===== src/rtl/axi_rd_arbiter_pkg.sv =====
// Shared definitions for the cache read arbiter: request type encodings, AXI
// constants, default read ids, FSM state type and the latched AR payload.
package axi_rd_arbiter_pkg;

    localparam int unsigned ADDR_W   = 32;
    localparam int unsigned DATA_W   = 32;
    localparam int unsigned ID_W     = 4;
    localparam int unsigned LEN_W    = 8;
    localparam int unsigned LINE_OFS = 4;   // 16-byte cache line

    localparam logic [2:0] RD_TYPE_BYTE = 3'b000;
    localparam logic [2:0] RD_TYPE_HALF = 3'b001;
    localparam logic [2:0] RD_TYPE_WORD = 3'b010;
    localparam logic [2:0] RD_TYPE_LINE = 3'b100;

    localparam logic [1:0] AXI_BURST_INCR = 2'b01;

    localparam int unsigned ID_I_DEFAULT = 0;
    localparam int unsigned ID_D_DEFAULT = 1;

    typedef enum logic {
        AR_IDLE,
        AR_SEND
    } ar_state_e;

    typedef struct packed {
        logic [ID_W-1:0]   id;
        logic [ADDR_W-1:0] addr;
        logic [LEN_W-1:0]  len;
        logic [2:0]        size;
    } ar_req_t;

    // True when both addresses fall in the same cache line.
    function automatic logic line_hit(input logic [ADDR_W-1:0] a, input logic [ADDR_W-1:0] b);
        return ((a ^ b) >> LINE_OFS) == '0;
    endfunction

endpackage


===== src/rtl/axi_rd_arbiter_prio.sv =====
// Eligibility and priority select between ICache and DCache read requests.
// Ports:
//   en_i           grant window open (AR channel idle, out of reset)
//   starve_full_i  ICache has waited through the starvation limit
//   ic_*/dc_*      request, address and outstanding flag per cache
//   wr_pending_i   a write is in flight to wr_addr_i
//   grant_*_c_o    combinational one-hot grant
module axi_rd_arbiter_prio
    import axi_rd_arbiter_pkg::*;
(
    input  logic              en_i,
    input  logic              starve_full_i,
    input  logic              ic_req_i,
    input  logic [ADDR_W-1:0] ic_addr_i,
    input  logic              ic_busy_i,
    input  logic              dc_req_i,
    input  logic [ADDR_W-1:0] dc_addr_i,
    input  logic              dc_busy_i,
    input  logic              wr_pending_i,
    input  logic [ADDR_W-1:0] wr_addr_i,
    output logic              grant_ic_c_o,
    output logic              grant_dc_c_o
);

    logic ic_elig;
    logic dc_elig;

    // A read to a line with a write still in flight must wait for the B response.
    assign ic_elig = ic_req_i & ~ic_busy_i & ~(wr_pending_i & line_hit(wr_addr_i, ic_addr_i));
    assign dc_elig = dc_req_i & ~dc_busy_i & ~(wr_pending_i & line_hit(wr_addr_i, dc_addr_i));

    // DCache wins by default; a starved ICache is served first.
    always_comb begin
        grant_ic_c_o = 1'b0;
        grant_dc_c_o = 1'b0;
        if (en_i) begin
            if (starve_full_i && ic_elig) begin
                grant_ic_c_o = 1'b1;
            end else if (dc_elig) begin
                grant_dc_c_o = 1'b1;
            end else if (ic_elig) begin
                grant_ic_c_o = 1'b1;
            end
        end
    end

endmodule


===== src/rtl/axi_rd_arbiter.sv =====
// Arbitrates ICache/DCache reads onto one AXI AR/R channel pair, one outstanding
// read per cache tagged by ARID, and steers R beats back by RID.
// Ports:
//   aclk, aresetn            clock, synchronous active-low reset
//   ic_rd_*/dc_rd_*          cache request (req/type/addr in, rdy out)
//   ic_ret_*/dc_ret_*        combinational return beat to each cache
//   wr_pending, wr_addr      in-flight write used for read-after-write hazard
//   ar*/r*                   AXI read address and data channels
//   rd_err                   sticky error: bad rresp or unknown rid
module axi_rd_arbiter
    import axi_rd_arbiter_pkg::*;
#(
    parameter int unsigned ID_I         = ID_I_DEFAULT,
    parameter int unsigned ID_D         = ID_D_DEFAULT,
    parameter int unsigned LINE_BEATS   = 4,
    parameter int unsigned STARVE_LIMIT = 4
) (
    input  logic        aclk,
    input  logic        aresetn,
    input  logic        ic_rd_req,
    input  logic [2:0]  ic_rd_type,
    input  logic [31:0] ic_rd_addr,
    output logic        ic_rd_rdy,
    output logic        ic_ret_valid,
    output logic        ic_ret_last,
    output logic [31:0] ic_ret_data,
    input  logic        dc_rd_req,
    input  logic [2:0]  dc_rd_type,
    input  logic [31:0] dc_rd_addr,
    output logic        dc_rd_rdy,
    output logic        dc_ret_valid,
    output logic        dc_ret_last,
    output logic [31:0] dc_ret_data,
    input  logic        wr_pending,
    input  logic [31:0] wr_addr,
    output logic [3:0]  arid,
    output logic [31:0] araddr,
    output logic [7:0]  arlen,
    output logic [2:0]  arsize,
    output logic [1:0]  arburst,
    output logic [1:0]  arlock,
    output logic [3:0]  arcache,
    output logic [2:0]  arprot,
    output logic        arvalid,
    input  logic        arready,
    input  logic [3:0]  rid,
    input  logic [31:0] rdata,
    input  logic [1:0]  rresp,
    input  logic        rlast,
    input  logic        rvalid,
    output logic        rready,
    output logic        rd_err
);

    localparam int unsigned SW = $clog2(STARVE_LIMIT + 1);

    ar_state_e     state_q, state_d;
    ar_req_t       ar_q, ar_d;
    logic          busy_i_q, busy_i_d;
    logic          busy_d_q, busy_d_d;
    logic [SW-1:0] starve_q, starve_d;
    logic          rd_err_q, rd_err_d;

    logic grant_ic, grant_dc;
    logic hs_ic, hs_dc;
    logic beat_ok, rid_ic, rid_dc;

    // Build the AR payload for a cache request.
    function automatic ar_req_t build_ar(input logic [ID_W-1:0] id, input logic [ADDR_W-1:0] addr,
                                         input logic [2:0] typ);
        ar_req_t r;
        r.id   = id;
        r.addr = addr;
        r.len  = (typ == RD_TYPE_LINE) ? LEN_W'(LINE_BEATS - 1) : '0;
        r.size = (typ == RD_TYPE_LINE) ? 3'b010 : {1'b0, typ[1:0]};
        return r;
    endfunction

    axi_rd_arbiter_prio u_prio (
        .en_i          (aresetn && (state_q == AR_IDLE)),
        .starve_full_i (starve_q == SW'(STARVE_LIMIT)),
        .ic_req_i      (ic_rd_req),
        .ic_addr_i     (ic_rd_addr),
        .ic_busy_i     (busy_i_q),
        .dc_req_i      (dc_rd_req),
        .dc_addr_i     (dc_rd_addr),
        .dc_busy_i     (busy_d_q),
        .wr_pending_i  (wr_pending),
        .wr_addr_i     (wr_addr),
        .grant_ic_c_o  (grant_ic),
        .grant_dc_c_o  (grant_dc)
    );

    assign ic_rd_rdy = grant_ic;
    assign dc_rd_rdy = grant_dc;
    assign hs_ic     = ic_rd_req & grant_ic;
    assign hs_dc     = dc_rd_req & grant_dc;

    // R channel: accept while any read is outstanding, steer by id with no latency.
    assign rready       = busy_i_q | busy_d_q;
    assign beat_ok      = rvalid & rready;
    assign rid_ic       = (rid == ID_W'(ID_I));
    assign rid_dc       = (rid == ID_W'(ID_D));
    assign ic_ret_valid = beat_ok & rid_ic;
    assign ic_ret_last  = rlast;
    assign ic_ret_data  = rdata;
    assign dc_ret_valid = beat_ok & rid_dc;
    assign dc_ret_last  = rlast;
    assign dc_ret_data  = rdata;

    assign arvalid = (state_q == AR_SEND);
    assign arid    = ar_q.id;
    assign araddr  = ar_q.addr;
    assign arlen   = ar_q.len;
    assign arsize  = ar_q.size;
    assign arburst = AXI_BURST_INCR;
    assign arlock  = 2'b00;
    assign arcache = 4'b0000;
    assign arprot  = 3'b000;
    assign rd_err  = rd_err_q;

    // AR FSM next state and payload latch.
    always_comb begin
        state_d = state_q;
        ar_d    = ar_q;
        case (state_q)
            AR_IDLE: begin
                if (hs_ic) begin
                    state_d = AR_SEND;
                    ar_d    = build_ar(ID_W'(ID_I), ic_rd_addr, ic_rd_type);
                end else if (hs_dc) begin
                    state_d = AR_SEND;
                    ar_d    = build_ar(ID_W'(ID_D), dc_rd_addr, dc_rd_type);
                end
            end
            AR_SEND: begin
                if (arready) begin
                    state_d = AR_IDLE;
                end
            end
            default: state_d = AR_IDLE;
        endcase
    end

    // Outstanding flags, starvation count and sticky error.
    always_comb begin
        busy_i_d = busy_i_q;
        busy_d_d = busy_d_q;
        starve_d = starve_q;
        rd_err_d = rd_err_q;
        // Clear on last beat before set, so a stray last beat cannot drop a fresh grant.
        if (beat_ok && rlast && rid_ic) busy_i_d = 1'b0;
        if (beat_ok && rlast && rid_dc) busy_d_d = 1'b0;
        if (hs_ic) busy_i_d = 1'b1;
        if (hs_dc) busy_d_d = 1'b1;
        if (hs_ic) begin
            starve_d = '0;
        end else if (hs_dc && ic_rd_req && (starve_q != SW'(STARVE_LIMIT))) begin
            starve_d = starve_q + SW'(1);
        end
        if (beat_ok && ((rresp != 2'b00) || !(rid_ic || rid_dc))) rd_err_d = 1'b1;
    end

    always_ff @(posedge aclk) begin
        if (!aresetn) begin
            state_q  <= AR_IDLE;
            ar_q     <= '0;
            busy_i_q <= 1'b0;
            busy_d_q <= 1'b0;
            starve_q <= '0;
            rd_err_q <= 1'b0;
        end else begin
            state_q  <= state_d;
            ar_q     <= ar_d;
            busy_i_q <= busy_i_d;
            busy_d_q <= busy_d_d;
            starve_q <= starve_d;
            rd_err_q <= rd_err_d;
        end
    end

endmodule


===== config.mk =====
export PLATFORM = sky130hd
export DESIGN_NAME = axi_rd_arbiter
export DESIGN_NICKNAME = d
export VERILOG_FILES = /design/src/rtl/axi_rd_arbiter_pkg.sv /design/src/rtl/axi_rd_arbiter_prio.sv /design/src/rtl/axi_rd_arbiter.sv
export SDC_FILE = /design/constraint.sdc
export NUM_CORES = 1
export LEC_CHECK = 0
export BUFFER_PORTS_ARGS = -buffer_cell sky130_fd_sc_hd__buf_2
export CAP_MARGIN = 5
export CELL_PAD_IN_SITES_DETAIL_PLACEMENT = 1
export CELL_PAD_IN_SITES_GLOBAL_PLACEMENT = 2
export CORE_MARGIN = 8
export CORE_UTILIZATION = 22
export DETAILED_ROUTE_END_ITERATION = 10
export PLACE_DENSITY = 0.95
export SLEW_MARGIN = 20
export SYNTH_ARGS = -nofsm -noshare
export SYNTH_HDL_FRONTEND = slang
export SYNTH_HIERARCHICAL = 1
export SYNTH_SLANG_ARGS = --single-unit

===== constraint.sdc =====
create_clock -name aclk -period 6.9 [get_ports aclk]
set_clock_uncertainty 0.2 [all_clocks]
set_input_delay 0.345 -clock aclk [delete_from_list [all_inputs] [get_ports aclk]]
set_output_delay 0.345 -clock aclk [all_outputs]
set_load 0.02 [all_outputs]

After elaboration in Yosys (flattened, before gate mapping)
Cells that the tools add are included.
- register bits: 54
- input port bits: 148
- add/sub/neg operators: 1
- equal/unequal tests: 5
- multiplexer cells: 21
- bitwise operators: 20
- reduce and logical (&&, ||, !) cells: 20
- operators by type and width (operator ; count):
    $mux 47 ; 2
    $logic_not 32->1 ; 2
    $xor 32x32->32 ; 2
    $mux 1 ; 14
    $and 1x1->1 ; 11
    $eq 3x3->1 const B ; 3
    $logic_and 1x1->1 ; 8
    $mux 2 ; 4
    $reduce_bool 2->1 ; 4
    $not 1->1 ; 6
    $eq 4x1->1 const B ; 1
    $logic_not 4->1 ; 1
    $add 3x1->3 const B ; 1
    $ne 3x3->1 const B ; 1
    $logic_or 1x1->1 ; 2
    $pmux 1 s2 ; 1
    $reduce_and 2->1 ; 1
    $reduce_or 2->1 ; 1
    $logic_not 1->1 ; 1
    $or 1x1->1 ; 1

Logic depth before layout (Yosys ltp)
Gate-level depths: netlist of the first run.
- word-level depth: 12
- depth in mapped cells: 11
- mapped depth without buffers: 8

Cells and area by module
The synthesis of the first run kept the hierarchy.
- by module, submodules not included (module ; instances ; cells each ; area each (um2) ; sequential area each (um2)):
    axi_rd_arbiter ; 1 ; 345 ; 2985.4 ; 860.8
    axi_rd_arbiter_prio ; 1 ; 81 ; 660.6 ; 0.0

Worst setup path before layout of the first run
Ideal clock, no wire load.
- path kind: input -> register
- from: input wr_addr[6]
- to: register ar_q (netlist bit araddr[10])
- data arrival time: 2667 ps
- setup slack: 3886 ps
- stages: 9
- cells stage by stage: xnor2_1 nand4_1 nor4_1 a41oi_1 a2111oi_2 nand2_2 a21oi_4 buf_6 a311oi_2
- elaborated cells on any way between the ends: 23
- those cells by class: mux (8); bitwise (10); reduce/logical (5)
- RTL lines (what ; line ; text):
    start, declared ; axi_rd_arbiter.sv:35 ; input logic [31:0] wr_addr,
    $xor 32x32->32 ; axi_rd_arbiter_pkg.sv:35 ; return ((a ^ b) >> LINE_OFS) == '0;
    $logic_not 32->1 ; axi_rd_arbiter_pkg.sv:35 ;
    $and 1x1->1, on equally long branches ; axi_rd_arbiter_prio.sv:30, axi_rd_arbiter_prio.sv:29 ;
    $not 1->1, on equally long branches ; axi_rd_arbiter_prio.sv:30, axi_rd_arbiter_prio.sv:29 ;
    $and 1x1->1, on equally long branches ; axi_rd_arbiter_prio.sv:30, axi_rd_arbiter_prio.sv:29 ;
    $mux 1 or $logic_and 1x1->1 (tied branches) ; axi_rd_arbiter_prio.sv:39, axi_rd_arbiter_prio.sv:37 ;
    $mux 1 (*) ; axi_rd_arbiter_prio.sv:37 ; if (starve_full_i && ic_elig) begin
    $mux 1 (*) ; axi_rd_arbiter_prio.sv:36 ; if (en_i) begin
    net dc_rd_rdy ; axi_rd_arbiter.sv:30 ; output logic dc_rd_rdy,
    $and 1x1->1 (*) ; axi_rd_arbiter.sv:97 ; assign hs_dc = dc_rd_req & grant_dc;
    $reduce_bool 2->1 (no source line) (*) ; - ;
    $reduce_and 2->1 (no source line) (*) ; - ;
    end signal, assigned ; axi_rd_arbiter.sv:174 ; ar_q <= ar_d;
    end, declared ; axi_rd_arbiter.sv:58 ; ar_req_t ar_q, ar_d;
Mark *: on every way through the listed nets, which the timed path passes. The rest lies on a longest branch.
A chain may end at the register's enable or synchronous reset.

Worst setup path after layout of the first run
- from: input wr_addr[4]
- to: register ar_q (netlist bit araddr[22])
- word-level cells in the longest chain between the ends: 12
- elaborated cells on any way between the ends: 23
- those cells by class: mux (8); bitwise (10); reduce/logical (5)
- ends and longest elaborated chain (what ; line ; text):
    $xor 32x32->32 ; axi_rd_arbiter_pkg.sv:35 ;
    $logic_not 32->1 ; axi_rd_arbiter_pkg.sv:35 ;
    $and 1x1->1 ; axi_rd_arbiter_prio.sv:29 ; assign ic_elig = ic_req_i & ~ic_busy_i & ~(wr_pending_i & line_hit(wr_addr_i, ic_addr_i));
    $not 1->1 ; axi_rd_arbiter_prio.sv:29 ;
    $and 1x1->1 ; axi_rd_arbiter_prio.sv:29 ;
    $mux 1 ; axi_rd_arbiter_prio.sv:41 ; end else if (ic_elig) begin
    $mux 1 ; axi_rd_arbiter_prio.sv:39 ; end else if (dc_elig) begin
    $mux 1 ; axi_rd_arbiter_prio.sv:37 ;
    $mux 1 ; axi_rd_arbiter_prio.sv:36 ;
    $and 1x1->1 ; axi_rd_arbiter.sv:96 ; assign hs_ic = ic_rd_req & grant_ic;
    $reduce_bool 2->1 (no source line) ; - ;
    $reduce_and 2->1 (no source line) ; - ;
Parallel ways exist; a longest one is shown, timed or not.

==> metrics.txt, run 1 <==
outcome=finished, final reports clean; endpoints failing setup=0; final WL=roughly 14,000 um; fin nets=651; clk slew on worst S/H paths=0.06 ns; dominant cells by area after synthesis=dfxtp_1, buf_4, a311oi_2, nand2_1, xor2_1; CTS max path bufs=2; Inst Count DP=714; Worst R2R Start=busy_i_q; RSZ-0062 raised after global routing=no; CP Buf/Inv Count=2; CP peak stage delay=about 0.84 ns; most common cell after layout, fill and taps aside=buf_2; Post-synth EDFFs=0; CTS tree=yes; post-route clock period utilization=about three fifths; CTS HTree Levels=2; commonest non-fill, non-tap cells in the layout=buf_2, nand2_1, dfxtp_1; Core Box Area=0.01641 mm2; Final Hold Vio Count=0; reg2reg end=araddr[22]; clk_lat worst skew=0.29 ns; Distinct cells, synth=between 40 and 50; maxcap violations=0; post-synthesis sequential area ratio=a little under a quarter; crit-path cells=buf_2 > xor2_1 > nor4_1 > nand4_1 > nor4_2 > o311a_1 > nand2_2 > a21oi_4 > buf_4 > a311oi_2; per-cell routed wire length=approximately 19 um; number of CTS-inserted buffers=5; Worst EP required=6.85 ns; DRC viols=0; Hold Crit Start=rlast; crit start category=input port; post-synth top area cell=dfxtp_1; grt ovf=0; Via density=~4.4; Synth Area per Inst=between 8 and 9 um2; area fraction of the dominant cell type after synthesis=a little under a quarter; netlist area before placement=~0.0036 mm2; share of layout cells above drive strength 1=between 40% and 50%; worst hold path class=in -> reg; Die Y=between 100 and 150 um; Rows=47; die span in x=144.7 um; R2R depth=7; Post-CTS Setup Bufs=0; CTS Hold Buffers Added=0; Least-Margin Pin Slew=~0.94 ns; Worst Setup SP=wr_addr[4]; #FFs+latches synth=43; Max FO, Critical Path=38; max_slew headroom=between 30% and 40%; IO Pins=about 280; wire length of the first global-routing pass=20,840 um; Power Dens Cells=182.4 mW/mm2; antenna violations before repair=1; Clock Sinks=between 40 and 50; largest net degree at the start of global routing=39; vias in the first global route=around 3.5k; Top FF cell, synth=dfxtp_1; Worst Path Arrival=between 4 and 5 ns; peak supply drop=76.63 uV; delay-heaviest family, CP=simple AND/OR/NAND/NOR gates; standby leakage power=approximately 1.7 nW; maximum clock rate=approximately 240 MHz; Post-DRT Antenna Nets=0; Hold Path End=busy_i_q; CP max stage cell=a21oi_4; clock root buffer=clkbuf_16; initial drt markers=72; global-route usage over all layers=about 13%; Final HPWL DP=approximately 11,000 um; fin. max-slew vios=0; GP Congestion=0.7314; PortBufs=between 150 and 200; ys async rst share=0%; Synth Instances=426; Finished Layout Cells=720; critical path class=in -> reg; Area growth syn-to-layout=11.98%; Synth warnings=6; post-route setup TNS=0 ns; endpoint class of the critical path=flop; Die Area=0.02095 mm2; hold path depth=2; FF-to-FF setup slack=between 3 and 4 ns; Initial Utilization=around 22%; # resized after CTS=0; post-layout minimum cycle time=about 4.1 ns; via count=between 3k and 4k; DR pass1 iterations=4; Antenna Cells=0
[worst max-delay path by stage]
stage | end | slack, ns | cells after the start
floorplan | araddr[10] | 3.89 | 9
detailed placement | araddr[14] | 2.34 | 10
global placement | araddr[14] | 2.40 | 10
global route | araddr[22] | 2.49 | 10
CTS | araddr[22] | 2.65 | 10
finish | araddr[22] | 2.77 | 10
[sequential cells by signal, indices dropped and copies added, names as in the netlist]
name and count:
araddr 32, starve_q 3, arsize 2, arid 1, arlen 1, arvalid 1, busy_d_q 1, busy_i_q 1
rd_err 1
[cell type report]
type                            count  area (um2)
Clock buffer                        6       128.9
Fill cell                        2022       12320
Inverter                            8       30.03
Multi-Input combinational cell    284        1987
Sequential cell                    43       860.8
Tap cell                          220       275.3
Timing Repair Buffer              159       800.8
[synth_stat cells (6+ instances only)]
cell,count
nand4_1,7
nor4_1,8
a21oi_2,8
xor2_1,30
a311oi_2,29
inv_1,6
buf_4,97
buf_6,6
a21oi_1,29
nand2_1,72
xnor2_1,26
dfxtp_1,43
[power by group]
part	switching (mW)	internal, mW	total, mW
Sequential	0.0101	0.266	0.276
Combinational	0.148	0.0873	0.235
Clock	0.103	0.131	0.233
Total	0.261	0.484	0.745
[logic make-up (layout without fill, tap and decap cells)]
| group | count (synthesis) | after routing | synth area share (%) |
|---|---|---|---|
| buf+inv | 118 | 173 | 23.99 |
| xor+xnor | 56 | 56 | 13.45 |
| other cells | 2 | 21 | 0.2060 |
| flops | 43 | 43 | 23.61 |
| compound gates | 90 | 90 | 23.44 |
| fa+ha+maj | 2 | 2 | 0.6862 |
| simple gates | 115 | 115 | 14.62 |
[layer usage]
metal	wire [um]	global-route usage [%]	up-vias
met5	13	0	-
met4	182	3.888	2
li1	-	-	1514
met2	6936	22.77	123
met3	1031	3.937	16
met1	5871	16.15	1499
[worst register-to-register path: stages, from the launching register on]
cell      delay (ns)
dfxtp_1         0.33
nand2b_1        0.17
a41oi_1         0.29
o311a_1         0.32
nand2_2         0.55
a21oi_4         0.85
buf_4           0.48
a311oi_2        0.18
[through the flow]
stage | total power, mW | cell area, um2 | util, % | setup WS, ns | hold slack (ns)
after CTS | 0.7614 | 4083 | 24.88 | 2.655 | 0.1109
after detailed placement | 0.5214 | 3954 | 24.10 | 2.342 | 0.2515
after floorplan | 0.4891 | 3717 | - | 3.886 | 0.2453
after global routing | 0.7903 | 4083 | 24.88 | 2.489 | 0.1084
after global placement | 0.5173 | 3954 | 24.10 | 2.396 | 0.2431
final | 0.7448 | 4083 | 24.88 | 2.771 | 0.1123
Note: power is estimated with default switching activity, not from simulation.
==> run 2: changes to the inputs <==
--- a/config.mk
+++ b/config.mk
@@ -5,14 +5,15 @@
 export SDC_FILE = /design/constraint.sdc
 export NUM_CORES = 1
 export LEC_CHECK = 0
+export ABC_AREA = 1
 export BUFFER_PORTS_ARGS = -buffer_cell sky130_fd_sc_hd__buf_2
 export CAP_MARGIN = 5
 export CELL_PAD_IN_SITES_DETAIL_PLACEMENT = 1
 export CELL_PAD_IN_SITES_GLOBAL_PLACEMENT = 2
 export CORE_MARGIN = 8
-export CORE_UTILIZATION = 22
+export CORE_UTILIZATION = 19
 export DETAILED_ROUTE_END_ITERATION = 10
-export PLACE_DENSITY = 0.95
+export PLACE_DENSITY = 0.91
 export SLEW_MARGIN = 20
 export SYNTH_ARGS = -nofsm -noshare
 export SYNTH_HDL_FRONTEND = slang
==> constraint.sdc (replaced) <==
create_clock -name aclk -period 4.2 [get_ports aclk]
set_clock_uncertainty 0.2 [all_clocks]
set_input_delay 0.21 -clock aclk [delete_from_list [all_inputs] [get_ports aclk]]
set_output_delay 0.21 -clock aclk [all_outputs]
set_load 0.02 [all_outputs]
==> run 2 against run 1 <==
  * Sequential cell count is the same
  * Synthesized cell count grew 65%
  * Clock power up 90%
  * Via count up 30%
  * Routed wire length grew 8.4%
  * Cell count increased by 47%
  * Critical path type unchanged
  * Highest routed layer unchanged
==> metrics.txt, run 2 <==
max reg flops=32 (unchanged); GP Congestion=0.8061 (+10%); DR pass1 iterations=4 (unchanged); maximum clock rate=~380 MHz; Die Y=162.1 um (+12%); Post-synth EDFFs=0 (unchanged); Antenna Cells=0 (unchanged); Area growth syn-to-layout=13.66%; Hold Path End=arvalid; standby leakage power=2.752 nW (+58%); dominant cells by area after synthesis=nand2_1, dfxtp_1, buf_4, nor2_1, inv_1; worst hold path class=in -> reg; Synth Area per Inst=5.772 um2 (-33%); fin nets=935 (+44%); Compound-Gate Fraction of Synth Area=8.110% (-15 points); Die Area=0.02629 mm2 (+25%); number of CTS-inserted buffers=5 (unchanged); most common cell after layout, fill and taps aside=nand2_1; Core Box Area=0.02102 mm2 (+28%); netlist area before placement=0.004058 mm2 (+11%); via count=4,106 (+30%); critical path class=in -> reg; area share of fa/ha/maj cells after synthesis=0.6167% (-0.070 points); Final Power=1.275 mW (+71%); Worst EP required=4.19 ns (-2.66 ns); Max FO, Critical Path=37 (-2.6%); hold path depth=3 (+1); Min Hold Slack=0.01431 ns (-0.09795 ns); Worst Path Arrival=2.62 ns (-1.46 ns); endpoint class of the critical path=flop; crit start category=input port; endpoints failing setup=0 (unchanged); antenna violations before repair=1 (unchanged); Post-Synth Simple-Gate Area=36.73% (+22 points); CTS Hold Buffers Added=2 (+2); wire length of the first global-routing pass=23,670 um (+14%); post-synth top area cell=nand2_1; Initial Utilization=19.30% (-2.9 points); # resized after CTS=0 (unchanged); post-route setup TNS=0 ns (unchanged); Final Hold Vio Count=0 (unchanged); maxcap violations=0 (unchanged); CTS HTree Levels=2 (unchanged); Post-DRT Antenna Nets=0 (unchanged); xor-xnor portion of the synthesized cell area=3.022% (-10 points); clock root buffer=clkbuf_16; Hold Crit Start=aresetn; commonest non-fill, non-tap cells in the layout=nand2_1, buf_2, nor2_1; Finished Layout Cells=1,061 (+47%); multiplexer share of the synthesized area=0% (unchanged); Rows=53 (+13%); initial drt markers=111 (+54%); vias in the first global route=4,563 (+31%); die span in x=162.1 um (+12%); Power Dens Cells=276.4 mW/mm2 (+52%); Inst Count DP=1,051 (+47%); Least-Margin Pin Slew=0.7368 ns (-0.2035 ns); RSZ-0062 raised after global routing=no; Top FF cell, synth=dfxtp_1; post-synthesis sequential area ratio=21.21% (-2.4 points); Fillers=2,810 (+39%); Synth Instances=703 (+65%); post-route clock period utilization=between 60% and 70%; Post-CTS Setup Bufs=0 (unchanged); PortBufs=157 (unchanged); CTS max path bufs=2 (unchanged); most frequent cell after synthesis=nand2_1; Distinct cells, synth=33 (-27%); FF-to-FF setup slack=1.61 ns (-1.78 ns); outcome=finished, final reports clean; per-cell routed wire length=14.34 um (-26%); max_slew headroom=50.81% (+13 points); IO Pins=279 (unchanged); grt ovf=0 (unchanged); largest family of logic cells by synthesized area=simple AND/OR/NAND/NOR gates; #FFs+latches synth=43 (unchanged); post-layout minimum cycle time=~2.6 ns; CTS tree=yes; Final HPWL DP=11,700 um (+5.5%); largest net degree at the start of global routing=38 (-2.6%); reg2reg end=araddr[11]; peak supply drop=115.9 uV (+51%); Clock Sinks=43 (unchanged); Via density=3.870 (-12%); share of layout cells above drive strength 1=25.95% (-17 points); Synth warnings=6 (unchanged); ys async rst share=0% (unchanged); R2R depth=13 (+6); DRC viols=0 (unchanged); final WL=15,210 um (+8.4%); global-route usage over all layers=11.41% (-2.0 points); fin. max-slew vios=0 (unchanged); clk_lat worst skew=0.30 ns (about the same); Post-synth top cells=nand2_1, nor2_1, buf_4, inv_1, dfxtp_1; Worst R2R Start=starve_q[0]; clk slew on worst S/H paths=0.07 ns (about the same); Final Core Density=21.94% (-2.9 points); area fraction of the dominant cell type after synthesis=22.66% (-0.95 points)
run 2: metal layers:
metal | track usage [%] | up-vias | part of all wire [%]
met2 | 20.01 | 116 | 47
met5 | 0 | - | 0.085
li1 | - | 2133 | -
met1 | 12.69 | 1827 | 43
met3 | 4.100 | 28 | 7.7
met4 | 3.409 | 2 | 1.9
run 2: cell families (layout without fill, tap and decap cells):
kind of cell,count (synthesis),in the layout
buf+inv,207,271
xor+xnor,14,14
simple gates,378,378
compound gates,57,57
flops,43,43
fa+ha+maj,2,2
other cells,2,21
run 2: critical path, stage by stage:
cell and delay [ns]:
dlygate4sd3_1 0.54, buf_2 0.11, inv_1 0.03, nor2_1 0.12
nand2_1 0.08, nor2_1 0.12, nor2_2 0.06, nand2_2 0.08
buf_4 0.46, inv_4 0.34, nand2_1 0.13, nand2_1 0.05
nor2_1 0.19, nor2_1 0.07
run 2: metrics by stage:
step / setup slack [ns] / area, um2
6_report: 1.569 / 4612
5_1_grt: 1.348 / 4612
4_1_cts: 1.508 / 4612
3_5_place_dp: 1.237 / 4441
3_3_place_gp: 1.284 / 4441
2_1_floorplan: 2.161 / 4129
run 2: power breakdown:
group	total [mW]	internal, mW	switching (mW)
Clock	0.442	0.227	0.215
Combinational	0.377	0.133	0.244
Sequential	0.455	0.438	0.0173
Total	1.27	0.799	0.476
run 2: how the worst max path moves through the flow:
stage | startpoint | end | cells past startpoint
final | dc_rd_req | araddr[11] | 14
after global routing | wr_addr[28] | araddr[11] | 16
after CTS | dc_rd_req | araddr[11] | 14
after detailed placement | wr_addr[24] | araddr[11] | 16
after global placement | wr_addr[28] | araddr[11] | 16
after floorplan | wr_addr[18] | araddr[10] | 19
run 2: layout make-up:
class | instances | area [um2] | area share (%)
clock buffers | 5 | 125.1 | 2.713
clock inverters | 3 | 26.28 | 0.5697
inverters | 101 | 381.6 | 8.275
multi-input cells | 472 | 2046 | 44.36
flip-flops and latches | 43 | 860.8 | 18.67
well taps | 275 | 344.1 | 7.461
repair buffers | 162 | 828.3 | 17.96
